$ cat src/rtl/yari_mem_arbiter.sv
// rtl/yari_mem_arbiter.sv - D$/I$ arbiter for the shared external memory port of the yari core
module yari_mem_arbiter #(
  parameter int ID_DC           = 1,
  parameter int ID_IC           = 2,
  parameter int STARVE_LIMIT    = 8,
  parameter int MAX_OUTSTANDING = 4
) (
  input  logic        clock,
  input  logic        rst,

  input  logic [29:0] dmem_address,
  input  logic        dmem_read,
  input  logic        dmem_write,
  input  logic [31:0] dmem_writedata,
  input  logic [3:0]  dmem_writedatamask,
  output logic        dmem_waitrequest,
  output logic [31:0] dmem_readdata,
  output logic        dmem_readdatavalid,

  input  logic [29:0] imem_address,
  input  logic        imem_read,
  output logic        imem_waitrequest,
  output logic [31:0] imem_readdata,
  output logic        imem_readdatavalid,

  input  logic        mem_waitrequest,
  output logic [1:0]  mem_id,
  output logic [29:0] mem_address,
  output logic        mem_read,
  output logic        mem_write,
  output logic [31:0] mem_writedata,
  output logic [3:0]  mem_writedatamask,
  input  logic [31:0] mem_readdata,
  input  logic [1:0]  mem_readdataid,

  output logic        err_spurious
);

  localparam int              SW         = $clog2(STARVE_LIMIT + 1);
  localparam logic [1:0]      TAG_DC     = 2'(ID_DC);
  localparam logic [1:0]      TAG_IC     = 2'(ID_IC);
  localparam logic [2:0]      OUT_MAX    = 3'(MAX_OUTSTANDING);
  localparam logic [SW-1:0]   STARVE_MAX = SW'(STARVE_LIMIT);

  // Bus ownership: open for arbitration, or locked to the requester whose
  // request is stalled on the bus and must stay there until accepted.
  typedef enum logic [1:0] {
    ST_OPEN   = 2'd0,
    ST_LOCK_D = 2'd1,
    ST_LOCK_I = 2'd2
  } state_t;

  state_t          state;
  state_t          state_next;
  logic [SW-1:0]   starve_cnt;
  logic [2:0]      d_out;
  logic [2:0]      i_out;

  logic            d_elig;
  logic            i_elig;
  logic            starved;
  logic            sel_d;
  logic            sel_i;
  logic            strobe;
  logic            accept;
  logic            d_rd_acc;
  logic            i_rd_acc;
  logic            d_ret;
  logic            i_ret;
  logic            spurious;

  assign d_elig  = (dmem_read && (d_out < OUT_MAX)) || dmem_write;
  assign i_elig  = imem_read && (i_out < OUT_MAX);
  assign starved = (starve_cnt == STARVE_MAX);

  // Pick who drives the bus this cycle: lock owner first, then a starved or
  // uncontested I$, otherwise D$ which has priority.
  always_comb begin
    sel_d = 1'b0;
    sel_i = 1'b0;
    case (state)
      ST_LOCK_D: sel_d = 1'b1;
      ST_LOCK_I: sel_i = 1'b1;
      default: begin
        if (i_elig && (!d_elig || starved)) begin
          sel_i = 1'b1;
        end else if (d_elig) begin
          sel_d = 1'b1;
        end
      end
    endcase
  end

  // Drive the memory bus and requester handshakes from the selection; reset
  // blocks every strobe so nothing leaks out while the core is held.
  always_comb begin
    mem_read          = !rst && ((sel_d && dmem_read) || (sel_i && imem_read));
    mem_write         = !rst && sel_d && dmem_write;
    mem_address       = sel_i ? imem_address : dmem_address;
    mem_id            = sel_i ? TAG_IC : TAG_DC;
    mem_writedata     = dmem_writedata;
    mem_writedatamask = dmem_writedatamask;
    dmem_waitrequest  = rst || !sel_d || mem_waitrequest;
    imem_waitrequest  = rst || !sel_i || mem_waitrequest;
  end

  assign strobe   = mem_read || mem_write;
  assign accept   = strobe && !mem_waitrequest;
  assign d_rd_acc = accept && sel_d && dmem_read;
  assign i_rd_acc = accept && sel_i && imem_read;

  // A return only counts for a requester that actually has a read in flight;
  // anything else on a non-zero tag is an orphan.
  assign d_ret    = (mem_readdataid == TAG_DC) && (d_out != 3'd0);
  assign i_ret    = (mem_readdataid == TAG_IC) && (i_out != 3'd0);
  assign spurious = (mem_readdataid != 2'd0) && !d_ret && !i_ret;

  // Return data goes straight through; only the valid strobes are steered.
  always_comb begin
    dmem_readdata      = mem_readdata;
    imem_readdata      = mem_readdata;
    dmem_readdatavalid = d_ret;
    imem_readdatavalid = i_ret;
  end

  // Ownership state register.
  always_ff @(posedge clock or posedge rst) begin
    if (rst) begin
      state <= ST_OPEN;
    end else begin
      state <= state_next;
    end
  end

  // Lock on a stalled strobe, release on any accept.
  always_comb begin
    state_next = state;
    if (accept) begin
      state_next = ST_OPEN;
    end else if (strobe) begin
      state_next = sel_i ? ST_LOCK_I : ST_LOCK_D;
    end
  end

  // Count cycles an I$ read waits; a full count forces the next I$ grant.
  always_ff @(posedge clock or posedge rst) begin
    if (rst) begin
      starve_cnt <= '0;
    end else if (!imem_read || i_rd_acc) begin
      starve_cnt <= '0;
    end else if (!starved) begin
      starve_cnt <= starve_cnt + SW'(1);
    end
  end

  // Reads in flight for D$; an accept and a return in one cycle cancel.
  always_ff @(posedge clock or posedge rst) begin
    if (rst) begin
      d_out <= 3'd0;
    end else begin
      case ({d_rd_acc, d_ret})
        2'b10:   d_out <= d_out + 3'd1;
        2'b01:   d_out <= d_out - 3'd1;
        default: d_out <= d_out;
      endcase
    end
  end

  // Reads in flight for I$; same rules as the D$ counter.
  always_ff @(posedge clock or posedge rst) begin
    if (rst) begin
      i_out <= 3'd0;
    end else begin
      case ({i_rd_acc, i_ret})
        2'b10:   i_out <= i_out + 3'd1;
        2'b01:   i_out <= i_out - 3'd1;
        default: i_out <= i_out;
      endcase
    end
  end

  // Sticky flag for returns nobody was waiting for, including late returns
  // that arrive after a reset wiped the counters.
  always_ff @(posedge clock or posedge rst) begin
    if (rst) begin
      err_spurious <= 1'b0;
    end else if (spurious) begin
      err_spurious <= 1'b1;
    end
  end

endmodule
$ cat config.mk
export PLATFORM = sky130hd
export DESIGN_NAME = yari_mem_arbiter
export DESIGN_NICKNAME = d
export VERILOG_FILES = /design/src/rtl/yari_mem_arbiter.sv
export SDC_FILE = /design/constraint.sdc
export NUM_CORES = 1
export LEC_CHECK = 0
export ABC_CLOCK_PERIOD_IN_PS = 7500
export CORE_AREA = 2 2 107 109
export DETAILED_ROUTE_END_ITERATION = 10
export DIE_AREA = 0 0 109 111
export GPL_ROUTABILITY_DRIVEN = 0
export PLACE_DENSITY = 0.66
export SYNTH_ARGS = -nofsm -noshare
export SYNTH_HDL_FRONTEND = slang
export SYNTH_SLANG_ARGS = --single-unit
$ cat constraint.sdc
create_clock -name clock -period 7.5 [get_ports clock]
set_input_delay 1.5 -clock clock [delete_from_list [all_inputs] [get_ports clock]]
set_output_delay 1.5 -clock clock [all_outputs]
set_load 0.005 [all_outputs]
# Yosys cells after proc, flatten, opt, wreduce, memory -nomap -nowiden
# Cells that the tools add are included.
[classes]
add_sub_neg = 5
n_mul = 0
div = 0
n_lt_le_gt_ge = 2
eq_ne = 10
shift = 0
mux = 13
bitwise_logic = 0
n_reduce_logical = 40
[op_table]
columns = ["op", "n"]
rows = [
  ["$mux 30", 1],
  ["$logic_and 1x1->1", 17],
  ["$pmux 3 s2", 2],
  ["$logic_or 1x1->1", 9],
  ["$eq 2x1->1 const B", 4],
  ["$eq 2x2->1 const B", 4],
  ["$logic_not 1->1", 8],
  ["$mux 4", 2],
  ["$reduce_bool 2->1", 4],
  ["$add 3x1->3 const B", 2],
  ["$lt 3x3->1 const B", 2],
  ["$mux 2", 3],
  ["$reduce_bool 3->1", 2],
  ["$sub 3x1->3 const B", 2],
  ["$add 4x1->4 const B", 1],
  ["$eq 4x4->1 const B", 1],
  ["$pmux 1 s2", 2],
  ["$mux 1", 3],
  ["$ne 2x1->1 const B", 1],
]
[word_totals]
reg_bits = 13
latch_bits = 0
mem_bits_rw = 0
romBits = 0
word_cells = 75
n_memories = 0

# Depth between registers and ports, before layout
[logic_depth]
word_depth = 17
mapped_depth = 13

# Worst setup path before layout
# Ideal clock, no wire load.
[synth_path]
path_kind = "in2out"
start = "input dmem_read"
end = "output mem_address[12]"
arrival_ns = 2.460
slack_ns = 3.540
path_stages = 5
path_buffers = 1
cell_sequence = "nor2b_4 > o22ai_4 > a21oi_4 > buf_6 > mux2_2"
[synth_via]
elab_chain_cells = 8
[synth_lines]
columns = ["item", "line", "text"]
rows = [
  ["from (decl)", "12", "input logic dmem_read,"],
  ["$logic_and 1x1->1", "72", "assign d_elig = (dmem_read && (d_out < OUT_MAX)) || dmem_write;"],
  ["$logic_or 1x1->1", "72", ""],
  ["$logic_not 1->1", "85", "if (i_elig && (!d_elig || starved)) begin"],
  ["$logic_or 1x1->1", "85", ""],
  ["$logic_and 1x1->1", "85", ""],
  ["$mux 1", "85", ""],
  ["$pmux 1 s2", "81", "case (state)"],
  ["$mux 30", "99", "mem_address = sel_i ? imem_address : dmem_address;"],
  ["to (decl)", "28", "output logic [29:0] mem_address,"],
]
# No other way between the ends.

# Worst setup path in the final report
[layout_path]
start = "input dmem_read"
end = "output mem_address[6]"
# Same word-level chain as after synthesis.

==> metrics.md <==
| Metric | Value |
|---|---|
| CP Max Fanout | 33 |
| Setup bufs post-CTS | 0 |
| Final nets | 375 |
| Diode count | 0 |
| Worst Hold Class | reg -> reg |
| Syn_nets | 368 |
| Core Box Area | 11100 sq um |
| Max cap viols | 0 |
| H-tree depth | 1 |
| Cell area after synthesis | 2040 sq um |
| Area growth syn-to-layout | 25.9% |
| Synth Area in Adders | 5.64% |
| Initial DRT Pass Iterations | 4 |
| Final Slew Violations | 0 |
| FF+latch count, synth | 13 |
| Layout cells sized above 1 | 17.8% |
| Clock sinks | 13 |
| CTS resizes | 0 |
| # port buffers | 106 |
| Post-route ant nets | 0 |
| Largest family of logic cells by synthesized area | buffers and inverters |
| Post-synthesis sequential area ratio | 15.9% |
| Vias per Instance | 3.85 |
| Placed Instance Area | 2490 sq um |
| Iter 0 DRT Violations | 33 |
| Vias | 1436 |
| Area leader, netlist | buf_4 |
| Syn avg cell area | 9.12 sq um |
| CP startpoint kind | input pin |
| Minimum clock period | 5.63 ns |
| Critical path type | in -> out |
| Fillers | 1208 |
| Synth Area in Compound Gates | 6.43% |
| Cells taking the most area after synthesis | buf_4, dfrtp_1, mux2_2 |
| Sw frac | 33.6% |
| Psw | 184 uW |
| Synth Area in XOR/XNOR | 3.43% |
| Grt ovf | 0 |
| CTS tree | yes |
| RSZ-0062 raised after global routing | no |
| Period utilization | 75.1% |
| Reg power frac | 21.0% |
| Clock skew | 0.00637 ns |
| Die X | 109 um |
| First-pass GRT wire length | 7.25 mm |
| DR WL/cell | 13.9 um |
| Initial Util | 18.4% |
| Total Routed Length | 5.19 mm |
| Ys Warns | 0 |
| CTS Hold Bufs | 0 |
| Largest net degree at the start of global routing | 34 |
| Final HPWL DP | 4.39 mm |
| Internal power | 364 uW |
| Static Leak | 0.00102 uW |
| Die area | 12100 sq um |
| Mux share of post-synthesis cell area | 19.3% |
| Vias in the first global route | 1372 |
| Post-Synth Simple-Gate Area | 8.27% |
| Max transition margin | 25.9% |
| Die Span Y | 111 um |
| Total CTS buffers | 3 |
| Worst vdd ir | 151 uV |
| Status | completed |
| Clock Latency Late Sink | 0.25 ns |
| Pwr/cell area | 213 nW/um^2 |
| Clk pwr share | 18.6% |
| # setup viols final | 0 |
| CP arrival | 4.13 ns |
| Worst-path clk slew | 0.05 ns |
| Combinational Power Share | 60.3% |
| Clock buffer depth | 2 |
| Finished Cell Area | 2570 sq um |
| Root buffer cell | clkbuf_16 |
| Num rows | 39 |
| Synth top area share | 37.1% |
| Setup crit end kind | output port |
| Setup slack on the worst flop-to-flop path | 4.72 ns |
| GRT Overall Usage | 7.72% |
| # IOs | 275 |
| Hold Fails Final Rpt | 0 |
| Worst path required time | 6.00 ns |
| Fmax | 178 MHz |
| Initial antenna violation count | 0 |
| Drc violations | 0 |
| Least-Margin Pin Slew | 1.11 ns |
| Cells after synthesis | 224 |
| Final TNS setup | 0 ns |
| Synth cell types | 33 |
==> per-stage QoR <==
stage                     utilization [%]  hold slack, ns  instances  worst slack [ns]  total power, uW
after CTS                            23.2           0.488        373              1.81              557
after floorplan                         -           0.460        224              3.54              352
after global placement               22.5           0.459        369              1.93              440
after global routing                 23.2           0.500        373              1.72              590
final                                23.2           0.485        373              1.87              548
after detailed placement             22.5           0.477        369              1.80              450
==> flip-flops by register name (all words and copies together), names as in the netlist <==
| register | count |
|---|---|
| err_spurious | 1 |
| d_out | 3 |
| state | 2 |
| i_out | 3 |
| starve_cnt | 4 |
==> power groups by stage <==
stage / combinational (uW) / clock, uW / sequential (uW)
finish: 331 / 102 / 115
global route: 362 / 108 / 119
CTS: 337 / 104 / 115
detailed placement: 334 / 0 / 116
global placement: 324 / 0 / 116
floorplan: 241 / 0 / 112
==> final timing paths <==
path,startpoint,to,depth (start not counted)
setup / recovery,dmem_read,mem_address[6],6
hold / removal,i_out[0],i_out[0],1
setup reg to reg,state[0],d_out[1],10
hold reg to reg,i_out[0],i_out[0],1
max in group asynchronous,rst,d_out[0],2
min in group asynchronous,rst,err_spurious,2
==> worst max-delay path, cell delays in order <==
cell	delay, ns
clkdlybuf4s50_1	0.54
nor2b_4	0.20
o22ai_4	0.09
a21oi_4	0.86
mux2_2	0.45
clkdlybuf4s50_1	0.46
==> logic make-up after synthesis <==
kind of cell	Yosys count
fa+ha+maj	8
simple gates	32
compound gates	13
buf+inv	116
xor+xnor	8
flops	13
mux	34
==> routing by layer <==
layer	GRT usage [%]	wire, um	vias to the layer above
li1	-	-	645
met1	7.63	1740	666
met2	14.3	2630	102
met3	2.59	684	23
met4	3.33	142	0
met5	0	0	-
==> cells in the mapped netlist <==
cell type,n
and2b_2,1
a2111oi_4,1
mux2_4,4
and3_1,1
a2bb2oi_1,1
a21oi_4,1
nand2b_1,1
a211oi_1,1
o22ai_4,1
xnor2_1,3
or3_1,1
nor2b_1,2
mux2i_1,3
buf_6,3
nand3_1,2
o21bai_1,1
xor2_1,5
o22ai_1,2
a21oi_1,3
nand2_1,7
nor2b_4,1
buf_4,101
fa_1,2
inv_1,12
nor2_1,10
ha_1,6
mux2_2,27
and2_4,1
o2bb2ai_1,1
nor3_1,2
nor3b_1,3
o31ai_1,1
dfrtp_1,13
==> final cells by class <==
cell class              instances  area [sq um]  share of cell area (%)
multi-input cells              95           880                    34.2
inverters                      12          45.0                    1.75
flip-flops and latches         13           325                    12.7
well taps                     143           179                    6.96
clock inverters                 1          5.00                   0.195
clock buffers                   3          75.1                    2.92
repair buffers                106          1060                    41.3
==> cell usage in the layout, fill, tap and decap left out, types with 2 or more instances in the layout <==
cell type / n
a21oi_1: 3
clkbuf_16: 3
clkdlybuf4s50_1: 106
dfrtp_1: 13
fa_1: 2
ha_1: 6
inv_1: 12
mux2_2: 27
mux2_4: 4
mux2i_1: 3
nand2_1: 7
nand3_1: 2
nor2_1: 10
nor2b_1: 2
nor3_1: 2
nor3b_1: 3
o22ai_1: 2
xnor2_1: 3
xor2_1: 5
(Power assumes the default switching activity.)
